File: config.mk
export PLATFORM = sky130hd
export DESIGN_NAME = sparserdes_encoder
export DESIGN_NICKNAME = d
export VERILOG_FILES = /design/src/rtl/sparserdes_pkg.sv /design/src/rtl/sparserdes_occupancy.sv /design/src/rtl/sparserdes_encoder.sv
export SDC_FILE = /design/constraint.sdc
export NUM_CORES = 1
export LEC_CHECK = 0
export ABC_CLOCK_PERIOD_IN_PS = 5350
export BUFFER_PORTS_ARGS = -buffer_cell sky130_fd_sc_hd__buf_2
export CAP_MARGIN = 20
export CORE_ASPECT_RATIO = 2
export CORE_UTILIZATION = 23
export DETAILED_ROUTE_END_ITERATION = 7
export HOLD_SLACK_MARGIN = 0.15
export SLEW_MARGIN = 25
export SYNTH_ARGS = -nofsm -noshare
export SYNTH_HDL_FRONTEND = slang
export SYNTH_SLANG_ARGS = --single-unit
File: constraint.sdc
create_clock -name clk -period 5.35 [get_ports clk]
set_clock_uncertainty 0.1 [all_clocks]
set_input_delay 0.2675 -clock clk [delete_from_list [all_inputs] [get_ports clk]]
set_output_delay 0.2675 -clock clk [all_outputs]
set_load 0.01 [all_outputs]
File: src/rtl/sparserdes_pkg.sv
// sparserdes_pkg: shared state encoding and tree-node range helper for the sparse link
package sparserdes_pkg;

    localparam int MAX_SIZE = 256;

    typedef enum logic [1:0] {IDLE, START, EMIT_LO, EMIT_HI} state_e;

    // Leaves covered by node (level, prefix): leaf i belongs when its address above bit `level` equals prefix
    function automatic logic [MAX_SIZE-1:0] node_mask(input int level, input int prefix);
        node_mask = '0;
        if (level >= 0)
            for (int i = 0; i < MAX_SIZE; i++)
                node_mask[i] = (i >> level) == prefix;
    endfunction

endpackage

File: src/rtl/sparserdes_occupancy.sv
// sparserdes_occupancy: {low-half, high-half} nonempty flags of one tree node over an event vector
module sparserdes_occupancy import sparserdes_pkg::*; #(
    parameter int SIZE  = 16,
    parameter int DEPTH = $clog2(SIZE),
    parameter int LW    = $clog2(DEPTH + 1)
) (
    input  logic [SIZE-1:0]  vec_i,
    input  logic [LW-1:0]    level_i,
    input  logic [DEPTH-1:0] base_i,
    output logic             lo_o,
    output logic             hi_o
);

    logic [MAX_SIZE-1:0] lo_m, hi_m;
    int sub, pfx;

    // Children sit one level down; the node base is aligned, so the low child prefix is even
    always_comb begin
        sub  = int'(level_i) - 1;
        pfx  = sub < 0 ? 0 : int'(base_i) >> sub;
        lo_m = node_mask(sub, pfx);
        hi_m = node_mask(sub, pfx | 1);
        lo_o = |(MAX_SIZE'(vec_i) & lo_m);
        hi_o = |(MAX_SIZE'(vec_i) & hi_m);
    end

endmodule

File: src/rtl/sparserdes_encoder.sv
// sparserdes_encoder: depth-first tree-coded serializer of a sparse event vector
// Optional: SPARSERDES_ENC_STATS_EN adds stat_bits, the bit count of the last completed frame
module sparserdes_encoder import sparserdes_pkg::*; #(
    parameter int SIZE = 16
) (
    input  logic            clk,
    input  logic            reset,
    input  logic            load_valid,
    output logic            load_ready,
    input  logic [SIZE-1:0] load_data,
    output logic            frame_start,
    output logic            bitstream,
    output logic            bit_valid,
    input  logic            bit_ready,
    output logic            frame_end,
`ifdef SPARSERDES_ENC_STATS_EN
    output logic [$clog2(2*SIZE)-1:0] stat_bits,
`endif
    output logic            busy
);

    localparam int DEPTH = $clog2(SIZE);
    localparam int LW    = $clog2(DEPTH + 1);

    state_e           state_q, state_d;
    logic [SIZE-1:0]  vec_q, vec_d;
    logic [LW-1:0]    level_q, level_d, up;
    logic [DEPTH-1:0] base_q, base_d;
    logic [DEPTH:1]   pend_q, pend_d;
    logic             lo_q, hi_q, nxt_lo, nxt_hi, found, more, last_d;

    // Occupancy is evaluated on the next node so the serial outputs can be registered
    sparserdes_occupancy #(.SIZE(SIZE), .DEPTH(DEPTH), .LW(LW)) u_occ (
        .vec_i   (vec_d),
        .level_i (level_d),
        .base_i  (base_d),
        .lo_o    (nxt_lo),
        .hi_o    (nxt_hi)
    );

    // Tree walk: descend low first, remember a nonempty high sibling as a pending bit, resume at the nearest one
    always_comb begin
        state_d = state_q;
        vec_d   = vec_q;
        level_d = level_q;
        base_d  = base_q;
        pend_d  = pend_q;
        found   = 1'b0;
        up      = '0;
        for (int p = DEPTH; p >= 1; p--)
            if (p > int'(level_q) && pend_q[LW'(p)]) begin
                found = 1'b1;
                up    = LW'(p);
            end
        case (state_q)
            IDLE: if (load_valid) begin
                vec_d   = load_data;
                level_d = LW'(DEPTH);
                base_d  = '0;
                pend_d  = '0;
                state_d = START;
            end
            START: state_d = EMIT_LO;
            EMIT_LO: if (bit_ready) state_d = EMIT_HI;
            EMIT_HI: if (bit_ready) begin
                state_d = EMIT_LO;
                if (int'(level_q) > 1 && lo_q) begin
                    pend_d[level_q] = hi_q;
                    level_d         = level_q - 1'b1;
                end else if (int'(level_q) > 1 && hi_q) begin
                    base_d  = base_q | DEPTH'(1 << (int'(level_q) - 1));
                    level_d = level_q - 1'b1;
                end else if (found) begin
                    pend_d[up] = 1'b0;
                    level_d    = up - 1'b1;
                    base_d     = (base_q & ~DEPTH'((1 << int'(up)) - 1)) | DEPTH'(1 << (int'(up) - 1));
                end else begin
                    state_d = IDLE;
                end
            end
            default: state_d = IDLE;
        endcase
        more = 1'b0;
        for (int p = DEPTH; p >= 1; p--)
            if (p > int'(level_d) && pend_d[LW'(p)]) more = 1'b1;
        last_d = !(int'(level_d) > 1 && (nxt_lo || nxt_hi)) && !more;
    end

    // State and registered outputs; reset aborts any frame in flight
    always_ff @(posedge clk or posedge reset) begin
        if (reset) begin
            state_q     <= IDLE;
            vec_q       <= '0;
            level_q     <= '0;
            base_q      <= '0;
            pend_q      <= '0;
            lo_q        <= 1'b0;
            hi_q        <= 1'b0;
            load_ready  <= 1'b1;
            frame_start <= 1'b0;
            bitstream   <= 1'b0;
            bit_valid   <= 1'b0;
            frame_end   <= 1'b0;
            busy        <= 1'b0;
        end else begin
            state_q     <= state_d;
            vec_q       <= vec_d;
            level_q     <= level_d;
            base_q      <= base_d;
            pend_q      <= pend_d;
            lo_q        <= nxt_lo;
            hi_q        <= nxt_hi;
            load_ready  <= state_d == IDLE;
            frame_start <= state_d == START;
            bitstream   <= state_d == EMIT_LO ? nxt_lo : state_d == EMIT_HI ? nxt_hi : 1'b0;
            bit_valid   <= state_d == EMIT_LO || state_d == EMIT_HI;
            frame_end   <= state_d == EMIT_HI && last_d;
            busy        <= state_d != IDLE;
        end
    end

`ifdef SPARSERDES_ENC_STATS_EN
    logic [$clog2(2*SIZE)-1:0] cnt_q;

    // Count accepted bits of the current frame and publish the total when its last bit is taken
    always_ff @(posedge clk or posedge reset) begin
        if (reset) begin
            cnt_q     <= '0;
            stat_bits <= '0;
        end else if (load_ready && load_valid) begin
            cnt_q <= '0;
        end else if (bit_valid && bit_ready) begin
            cnt_q <= cnt_q + 1'b1;
            if (frame_end) stat_bits <= cnt_q + 1'b1;
        end
    end
`endif

endmodule

## Word-level counts from Yosys, hierarchy flattened

Cells that the tools add are included.

| cells by class | value |
|---|---|
| divide/modulo/power cells | 0 |
| bitwise gates (word level) | 8 |
| add/sub/neg operators | 6 |
| equal/unequal tests | 522 |
| shift-type cells | 260 |
| reductions and logical operators | 24 |
| mux-type cells | 46 |
| magnitude comparators | 14 |
| $mul | 0 |

Operators with widths:

| kind | number |
|---|---|
| $eq A32 B32 Y1 | 512 |
| $shr A8 B32 Y32 const A | 128 |
| $shr A7 B32 Y32 const A | 64 |
| $shr A6 B32 Y32 const A | 32 |
| $and A16 B256 Y256 | 2 |
| $mux W256 | 2 |
| $reduce_or A256 Y1 | 2 |
| $shr A5 B32 Y32 const A | 16 |
| $shr A4 B32 Y32 const A | 8 |
| $shr A3 B32 Y32 const A | 4 |
| $shl A1 B32 Y4 const A | 2 |
| $shr A1 B32 Y32 const A | 2 |
| $shr A2 B32 Y32 const A | 2 |
| $mux W4 | 10 |
| $ge A32 B1 Y1 const B | 1 |
| $lt A32 B1 Y1 const B | 1 |
| $mux W16 | 2 |
| $mux W32 | 1 |
| $shr A4 B32 Y32 | 1 |
| $mux W3 | 7 |
| $pmux W4 S2 | 2 |
| $mux W2 | 7 |
| $logic_and A1 B1 Y1 | 13 |
| $gt A2 B3 Y1 const A | 4 |
| other kinds (25) | 55 |

| storage, ports and cells | value |
|---|---|
| register bits after elaboration | 37 |
| latch bits | 0 |
| bits in writable memories | 0 |
| bits in read-only memories | 0 |
| input bits | 20 |
| memories kept | 0 |

## Depth between registers and ports, before layout

Gate-level depths: netlist of run 1.

| depth | value |
|---|---|
| word-level depth | 26 |
| gate-level depth with buffers | 21 |
| mapped depth without buffers | 19 |

## By module

Synthesis of run 1 repeated with hierarchy kept, for this count alone.

| unflattened totals | value |
|---|---|
| cells, all modules | 356 |
| area, all modules | 3022.9 um2 |

By module, submodules not included:

| module | cells each | times used | area each (um2) |
|---|---|---|---|
| sparserdes_encoder | 199 | 1 | 2030.7 |
| sparserdes_occupancy | 157 | 1 | 992.2 |

## Least setup slack after synthesis of run 1

OpenSTA, ideal clock, no wires.

| timing | value |
|---|---|
| path kind | reg-to-reg |
| start point | register level_q[0] |
| end point | register frame_end |
| required time | 5163 ps |
| data arrival time | 4871 ps |
| setup slack | 292 ps |
| path buffers | 2 |
| stages on the path, launching flop included | 20 |
| clock period less this slack | 5058 ps |
| path through | dfrtp_1 > buf_4 > inv_1 > ha_1 > nor2b_1 > o21a_1 > nand2b_1 > ha_1 > or3_1 > o211a_2 > ha_1 > clkbuf_1 > inv_1 > nor3_2 > a2111o_1 > nor3b_1 > o31a_1 > a2111o_1 > or4_1 > a211oi_2 |

| between the ends | value |
|---|---|
| longest elaborated chain between the ends | 26 |
| elaborated cells on any way between the ends | 857 |
| those cells by class | add/sub: 6; order compare: 14; eq/ne: 513; shift: 260; mux: 38; bitwise: 8; reduce/logical: 18 |

RTL lines:

| item | RTL line | text |
|---|---|---|
| from (decl) | sparserdes_encoder.sv:27 | `logic [LW-1:0] level_q, level_d, up;` |
| from (signal assigned) | sparserdes_encoder.sv:108 | `level_q <= level_d;` |
| parallel branches: the longest is 18 deep, another holds $sub A3 B1 Y4 | -- |  |
| $mux W256 * | sparserdes_pkg.sv:11 | `if (level >= 0)` |
| $and A16 B256 Y256 * | sparserdes_occupancy.sv:24 | `hi_o = \|(MAX_SIZE'(vec_i) & hi_m);` |
| $reduce_or A256 Y1 * | sparserdes_occupancy.sv:24 |  |
| via nxt_hi | sparserdes_encoder.sv:30 | `logic lo_q, hi_q, nxt_lo, nxt_hi, found, more, last_d;` |
| $logic_or A1 B1 Y1 * | sparserdes_encoder.sv:86 | `last_d = !(int'(level_d) > 1 && (nxt_lo \|\| nxt_hi)) && !more;` |
| $logic_and A1 B1 Y1 * | sparserdes_encoder.sv:86 |  |
| $logic_not A1 Y1 * | sparserdes_encoder.sv:86 |  |
| $logic_and A1 B1 Y1 * | sparserdes_encoder.sv:86 |  |
| $logic_and A1 B1 Y1 * | sparserdes_encoder.sv:117 | `frame_end <= state_d == EMIT_HI && last_d;` |
| to (signal assigned) | sparserdes_encoder.sv:117 |  |
| to (decl) | sparserdes_encoder.sv:15 | `output logic frame_end,` |

Mark *: on every way through the listed nets, which the timed path passes. The select of a mux whose other input is x is not followed.
A chain may end at the register's enable or synchronous reset.

## Final worst setup path of run 1

| timing | value |
|---|---|
| start point | register level_q[0] |
| end point | register frame_end |

| between the ends | value |
|---|---|
| longest elaborated chain between the ends | 26 |
| elaborated cells on any way between the ends | 857 |
| those cells by class | add/sub: 6; order compare: 14; eq/ne: 513; shift: 260; mux: 38; bitwise: 8; reduce/logical: 18 |

RTL lines:

| item | RTL line |
|---|---|
| parallel branches: the longest is 25 deep, another holds $sub A3 B1 Y4 | -- |
| $logic_and A1 B1 Y1 * | sparserdes_encoder.sv:117 |

Every way passes the cells marked *. The select of a mux whose other input is x is not followed.

==> impl_metrics.toml, run 1 <==
[clock_tree]
clock_path_buffers = 2
cts_buffers = 5
tritoncts = "yes"
cts_sinks = 36
cts.clk_slew.worst_paths_ns = 0.05
cts_max_level = 2
clock_latency_ns = 0.29
root_buffer = "clkbuf_16"

[layout]
n_antenna_cell = 0
final_cell_mix = "34 x dfrtp_1, 30 x nor2_1, 25 x inv_1, 25 x buf_2, 23 x buf_4"
synthToLayoutAreaGrowth_pct = 20.3
mostFrequentLayoutCell = "dfrtp_1"
layout.nets = 424
fillers = 1397
drive_gt1_share_pct = 23.4

[critical_path]
path_class = "reg2reg"
arrival_ns = 5.20
end_kind = "flop"
crit_fanout = 11
worstReg2RegEnd = "frame_end"
r2r-start = "level_q[0]"
start_kind = "flop"
reg2reg_slack_ns = 0.25
crit_required_ns = 5.45
rr_worst_depth = 19

[floorplan]
fp-row-count = 58
start_util_pct = 23.6
core_um2 = 12600
io_pins = 26
dieWidth_um = 82.5
die_y_um = 163
die_area_um2 = 13400

[sta]
setup_violations = 0
fmax_ghz = 0.196
period_minus_slack_ns = 5.10
setup_tns_ns = 0
maxSlewHeadroom_pct = 55.4
rsz0062_at_grt = "no"
worst_slack_ns = 0.252
fin_crit_sh_pct = 95.3
drv_slew = 0
finalHoldViolCount = 0
worst_slew_pin_slew_ns = 0.660

[logic_synthesis]
synthFlopType = "dfrtp_1"
synthCells = 349
postSynthAreaPerCell_um2 = 8.54
synth_area_um2 = 2980
yosysSeqAreaShare_pct = 30.3
synthDistinctLibCells = 72
synth_edf_count = 0
async_flop_share_pct = 100
yosys_register_bits = 36
synth_warnings = 0
synth_nets = 381

[placement]
portBuffers = 25
dp_slack_ns = 0.146
dp_hpwl_mm = 8.97
place.gp.congestion = 1.04

[routing]
drt-initial-drc-count = 196
firstDrtPassIters = 4
via_per_inst = 5.44
drt-wirelength-per-cell_um = 20.4
num_vias = 2956
drc_errors = 0
ant_nets = 0
finalWirelength_mm = 11.1

[status]
status = "finished clean"

[grt]
antenna_found_initial = 0
grt_usage_pct = 17.8
grt_pass1_vias = 3024
grt_pass1_wl_mm = 17.0
grt_max_degree = 37
overflow = 0

[worst_hold_path]
holdPathEnd = "vec_q[9]"
min-delay-start = "load_data[9]"
hold-path-cell-count = 3
hold_path.class = "in2reg"

[run]
maxCapViolations = 0
[state kept, by name (all words and copies together) (netlist names), 2 cells and up]
register	count
state_q	2
pend_q	3
level_q	3
base_q	4
vec_q	16
[layout make-up]
cell class | count | area (µm²) | area share [%]
Clock inverter | 2 | 10.0 | 0.279
Clock buffer | 6 | 139 | 3.87
Timing Repair Buffer | 52 | 338 | 9.42
Inverter | 31 | 116 | 3.25
Multi-Input combinational cell | 266 | 1890 | 52.7
Sequential cell | 36 | 903 | 25.2
Tap cell | 150 | 188 | 5.24
[synth_stat cells (4+ instances only)]
| library cell | n | area (µm²) |
|---|---|---|
| clkbuf_1 | 7 | 26.3 |
| a31oi_1 | 10 | 62.6 |
| nand2b_1 | 6 | 37.5 |
| o21ai_1 | 4 | 20.0 |
| dfrtp_1 | 35 | 876 |
| nand3_1 | 12 | 60.1 |
| mux2i_1 | 11 | 110 |
| nor3_1 | 12 | 60.1 |
| nor2_1 | 30 | 113 |
| inv_2 | 5 | 18.8 |
| a21o_1 | 5 | 37.5 |
| inv_1 | 25 | 93.8 |
| nor2b_1 | 7 | 43.8 |
| or3_1 | 7 | 43.8 |
| nand2_1 | 20 | 75.1 |
| o21ai_0 | 19 | 95.1 |
| a211oi_1 | 5 | 37.5 |
| o31ai_1 | 4 | 30.0 |
| mux2_2 | 9 | 101 |
| a21oi_1 | 18 | 90.1 |
| buf_2 | 6 | 30.0 |
| ha_1 | 12 | 150 |
| o211ai_1 | 7 | 52.6 |
[cells by family after synthesis]
kind of cell	after synthesis	synth area share, %
mux	20	7.10
xor+xnor	3	0.882
compound gates	120	30.7
buf+inv	47	6.80
flops	36	30.3
fa+ha+maj	12	5.04
simple gates	111	19.2
[per-layer routing]
metal  vias to the layer above  share of wire (%)  global-route usage (%)
met5                         -                  0                       0
li1                       1383                  -                       -
met2                        92                 59                    35.1
met1                      1426                 30                    14.3
met4                         0                9.2                    15.2
met3                        55                2.5                    1.79
[worst max path at each step]
stage,from,to,slack (ns),depth (start not counted)
final,level_q[0],frame_end,0.25,19
after global placement,level_q[1],frame_end,0.21,18
after detailed placement,level_q[1],frame_end,0.15,18
after CTS,level_q[1],frame_end,0.12,18
after global routing,level_q[0],frame_end,0.004,19
after floorplan,level_q[0],frame_end,0.29,19
[repair_timing]
action / in CTS / in global routing
hold buffers: 4 / 0
hold endpoints to repair: 38 / 0
endpoints found under the setup margin: 0 / 1
setup buffers: 0 / 7
resized for setup: 0 / 3
[metrics by stage]
step / instance area [µm²] / cells / utilization [%] / hold slack (ns)
2_1_floorplan: 2980 / 349 / - / 0.324
3_3_place_gp: 3330 / 524 / 26.3 / 0.295
3_5_place_dp: 3330 / 524 / 26.3 / 0.311
4_1_cts: 3520 / 536 / 27.8 / 0.156
5_1_grt: 3580 / 543 / 28.4 / 0.179
6_report: 3580 / 543 / 28.4 / 0.160
[critical path, stage by stage (launching register included)]
cell       delay [ns]
dfrtp_1          0.37
buf_4            0.18
a21oi_2          0.28
o21a_1           0.21
nand2b_1         0.11
ha_1             0.27
or3_1            0.34
o211a_2          0.33
ha_1             0.22
ha_1             0.37
inv_1            0.11
buf_4            0.17
nor2_1           0.08
a22oi_1          0.20
a2bb2oi_2        0.20
nor3_1           0.06
a211o_1          0.30
o32a_1           0.34
or4_1            0.55
a211oi_2         0.23
Power of run 1 is not shown: default switching activity piles up to over one toggle a cycle in this logic, so the estimate is an artifact.
==> inputs of run 2 (changes only) <==
Settings changed: CORE_MARGIN set to 8, SLEW_MARGIN 25 to 20.
==> impl_metrics.toml, run 2 (synthesis results as in run 1) <==
[critical_path]
rr_worst_depth = 19
crit_path_top_delay_cell = "or4_1"
critPathLaunch = "level_q[1]"
reg2reg_slack_ns = 0.30
arrival_ns = 5.15
crit_required_ns = 5.45
crit_top_cell = "ha_1"
crit_fanout = 11
end_kind = "flop"
crit_path_end = "frame_end"
cp_slowest_stage_delay_ns = 0.54
worstReg2RegEnd = "frame_end"
r2r-start = "level_q[1]"
start_kind = "flop"
path_class = "reg2reg"
crit_chain = "ha_1 > nor2b_1 > o21a_1 > nand2b_1 > ha_1 > or3_1 > o211a_2 > ha_1 > ha_1 > inv_1 > buf_4 > nor2_1 > a22oi_1 > a2bb2oi_1 > nor3_1 > a211o_1 > o32a_1 > or4_1 > a211oi_2"

[layout]
layout.nets = 413
final_cells = 534
regMostFlops = "vec_q"
final_cell_mix = "34 x dfrtp_1, 30 x nor2_1, 25 x inv_1, 25 x buf_2, 20 x nand2_1"
mostFrequentLayoutCell = "dfrtp_1"
design_area_um2 = 3510
largest_registers = "vec_q (16), base_q (4)"
largest_reg_flops = 16
drive_gt1_share_pct = 21.5
synthToLayoutAreaGrowth_pct = 17.8
n_antenna_cell = 0

[grt]
antenna_found_initial = 0
grt_usage_pct = 10.6
grt_pass1_wl_mm = 14.4
grt_pass1_vias = 2849
overflow = 0
grt_max_degree = 37

[routing]
via_per_inst = 5.50
finalWirelength_mm = 9.02
ant_nets = 0
drt-wirelength-per-cell_um = 16.9
drc_errors = 0
drt-initial-drc-count = 369
num_vias = 2937
firstDrtPassIters = 5

[clock_tree]
tritoncts = "yes"
cts_sinks = 36
clock_path_buffers = 2
root_buffer = "clkbuf_16"
clock_latency_ns = 0.29
cts_max_level = 2
cts.clk_slew.worst_paths_ns = 0.06
cts_setup_buffers = 0
cts_buffers = 5

[sta]
maxSlewHeadroom_pct = 37.3
fmax_ghz = 0.198
finalHoldViolCount = 0
hold_ws_ns = 0.149
rsz0062_at_grt = "no"
setup_violations = 0
drv_slew = 0
worst_slew_pin_slew_ns = 0.938
fin_crit_sh_pct = 94.4
setup_tns_ns = 0
period_minus_slack_ns = 5.05

[floorplan]
die_y_um = 177
die_area_um2 = 17100
dieWidth_um = 96.5
io_pins = 26
fp-row-count = 59
core_um2 = 12800
start_util_pct = 23.2

[placement]
place_area_um2 = 3310
dp_hpwl_mm = 6.87
portBuffers = 25
place.gp.congestion = 0.888
dp_cells = 523

[run]
maxCapViolations = 0

[status]
status = "finished clean"

[worst_hold_path]
hold_path.class = "in2reg"
hold-path-cell-count = 3
run 2: repair_timing:
| item | CTS | global route |
|---|---|---|
| setup endpoints to repair | 0 | 1 |
| gates resized for setup | 0 | 2 |
| endpoints found under the hold margin | 37 | 0 |
| hold buffers | 3 | 0 |
run 2: routing by layer:
layer  global-route usage (%)  wire length (µm)  vias to the layer above
met2                     16.8              4210                      148
met4                     2.86               178                        0
li1                         -                 -                     1368
met1                     13.9              3950                     1400
met3                     2.17               688                       21
met5                        0                 0                        -
run 2: critical path: cells and delay by family (launching register included):
family | cells | cell delay (ns)
AO/OA/AOI/OAI | 7 | 1.73
adder cells (fa/ha/maj) | 4 | 1.03
AND/OR/NAND/NOR | 6 | 1.35
flip-flops | 1 | 0.50
buffers and inverters | 2 | 0.24
run 2: through the flow:
step	worst slack (ns)	utilization, %
floorplan	0.292	-
global placement	0.353	25.7
detailed placement	0.260	25.7
CTS	0.228	27.3
global route	0.0367	27.3
finish	0.299	27.3
run 2: how the worst min path moves through the flow:
stage,from,endpoint,slack [ns]
final,load_data[10],vec_q[10],0.15
after global routing,load_data[6],vec_q[6],0.18
after CTS,load_data[10],vec_q[10],0.15
after detailed placement,reset,vec_q[15],0.31
after global placement,reset,vec_q[15],0.30
after floorplan,load_data[14],vec_q[14],0.32
run 2: area by class of cell:
cell class / instances / area, µm²
sequential: 36 / 903
fill: 1398 / 9340
multi-input combinational: 266 / 1880
timing repair buffer: 41 / 253
clock inverter: 3 / 42.5
clock buffer: 5 / 125
inverter: 31 / 116
tap: 152 / 190
Power of run 2 is left out for the same reason.
==> inputs of run 3 (changes only) <==
Settings changed: RECOVER_POWER set to 100.
==> impl_metrics.toml, run 3 (synthesis results as in run 1) <==
[sta]
finalHoldViolCount = 0
fin_crit_sh_pct = 94.6
setup_tns_ns = 0
setup_violations = 0
maxSlewHeadroom_pct = -29.5
fmax_ghz = 0.198
worst_slew_pin_slew_ns = 1.94
period_minus_slack_ns = 5.06
rsz0062_at_grt = "no"
drv_slew = 37

[grt]
grt_pass1_vias = 2849
grt_pass1_wl_mm = 14.4
antenna_found_initial = 0
globalRouteMet1Util_pct = 13.9
grt_usage_pct = 10.6
grt_use_met2_pct = 16.8
overflow = 0
gr-max-usage-layer = "met2"
grt_use_met3_pct = 2.17
grt_max_degree = 37

[critical_path]
start_kind = "flop"
crit_fanout = 11
path_class = "reg2reg"
end_kind = "flop"
reg2reg_slack_ns = 0.29
arrival_ns = 5.16
crit_path_end = "frame_end"
rr_worst_depth = 18
critPathLaunch = "level_q[1]"
r2r-start = "level_q[1]"
crit_required_ns = 5.45
worstReg2RegEnd = "frame_end"

[clock_tree]
root_buffer = "clkbuf_16"
cts_buffers = 5
cts_max_level = 2
clock_path_buffers = 2
tritoncts = "yes"
cts_sinks = 36
clock_latency_ns = 0.29
cts.clk_slew.worst_paths_ns = 0.06
cts_setup_buffers = 0

[layout]
mostFrequentLayoutCell = "dfrtp_1"
synthToLayoutAreaGrowth_pct = 16.8
multi_input_area_um2 = 1870
regMostFlops = "vec_q"
fillers = 1410
largest_registers = "vec_q (16), base_q (4)"
drive_gt1_share_pct = 16.2
largest_reg_flops = 16
final_cell_mix = "34 x dfrtp_1, 30 x nor2_1, 26 x inv_1"
n_antenna_cell = 0
layout.nets = 413
seq_area_um2 = 903

[floorplan]
core_um2 = 12800
io_pins = 26
dieWidth_um = 96.5
die_area_um2 = 17100
fp-row-count = 59
start_util_pct = 23.2
die_y_um = 177

[routing]
drt-initial-drc-count = 352
finalWirelength_mm = 9.03
firstDrtPassIters = 7
via_per_inst = 5.49
num_vias = 2933
drc_errors = 0
ant_nets = 0
drt-wirelength-per-cell_um = 16.9

[placement]
place.gp.congestion = 0.888
portBuffers = 25
dp_hpwl_mm = 6.87

[status]
violations = "max-capacitance violations, max-slew violations"
status = "finished with violations"

[worst_hold_path]
hold_path.class = "in2reg"

[run]
maxCapViolations = 1
==> run 3: cell count changes in the layout (fill, tap and decap cells not counted), sizes merged <==
cell | previous run | this run
buf | 38 | 30
clkbuf | 5 | 13
==> run 3: timing repair <==
action,in CTS,in global routing
gates resized for setup,0,2
hold endpoints to repair,37,0
hold buffers,3,0
setup endpoints to repair,0,1
==> run 3: layout make-up <==
cell class | count | share of cell area (%)
Sequential cell | 36 | 26.0
Clock inverter | 3 | 1.22
Multi-Input combinational cell | 266 | 53.6
Tap cell | 152 | 5.46
Inverter | 31 | 3.34
Clock buffer | 5 | 3.59
Timing Repair Buffer | 41 | 6.83
==> run 3: worst max-delay path, cell delays in order, from the launching register on <==
cell and delay, ns:
dfrtp_2 0.50, ha_1 0.23, nand2b_1 0.16, a31oi_1 0.37
ha_1 0.30, or3_1 0.34, o211a_2 0.28, ha_1 0.20
ha_1 0.31, inv_1 0.08, buf_4 0.16, nor2_1 0.07
a22oi_1 0.15, a2bb2oi_1 0.23, nor3_1 0.07, a211o_1 0.29
o32a_1 0.36, or4_1 0.54, a211oi_2 0.23
==> run 3: through the flow <==
step	cell area [µm²]	instances	worst slack (ns)	util [%]	hold slack, ns
2_1_floorplan	2980	349	0.292	-	0.324
3_3_place_gp	3310	523	0.353	25.7	0.299
3_5_place_dp	3310	523	0.260	25.7	0.310
4_1_cts	3500	534	0.228	27.3	0.155
5_1_grt	3480	534	0.0514	27.1	0.180
6_report	3480	534	0.289	27.1	0.149
==> run 3: worst min-delay path by stage <==
stage	startpoint	end	slack, ns	depth (start not counted)
2_1_floorplan	load_data[14]	vec_q[14]	0.32	2
3_3_place_gp	reset	vec_q[15]	0.30	3
3_5_place_dp	reset	vec_q[15]	0.31	3
4_1_cts	load_data[10]	vec_q[10]	0.15	3
5_1_grt	load_data[11]	vec_q[11]	0.18	3
6_report	load_data[10]	vec_q[10]	0.15	3
==> run 3: routing by layer <==
layer	vias to the layer above	wire (µm)
li1	1362	-
met1	1432	3980
met2	119	4280
met3	20	601
met4	0	163
met5	-	0
Power of run 3 is left out for the same reason.
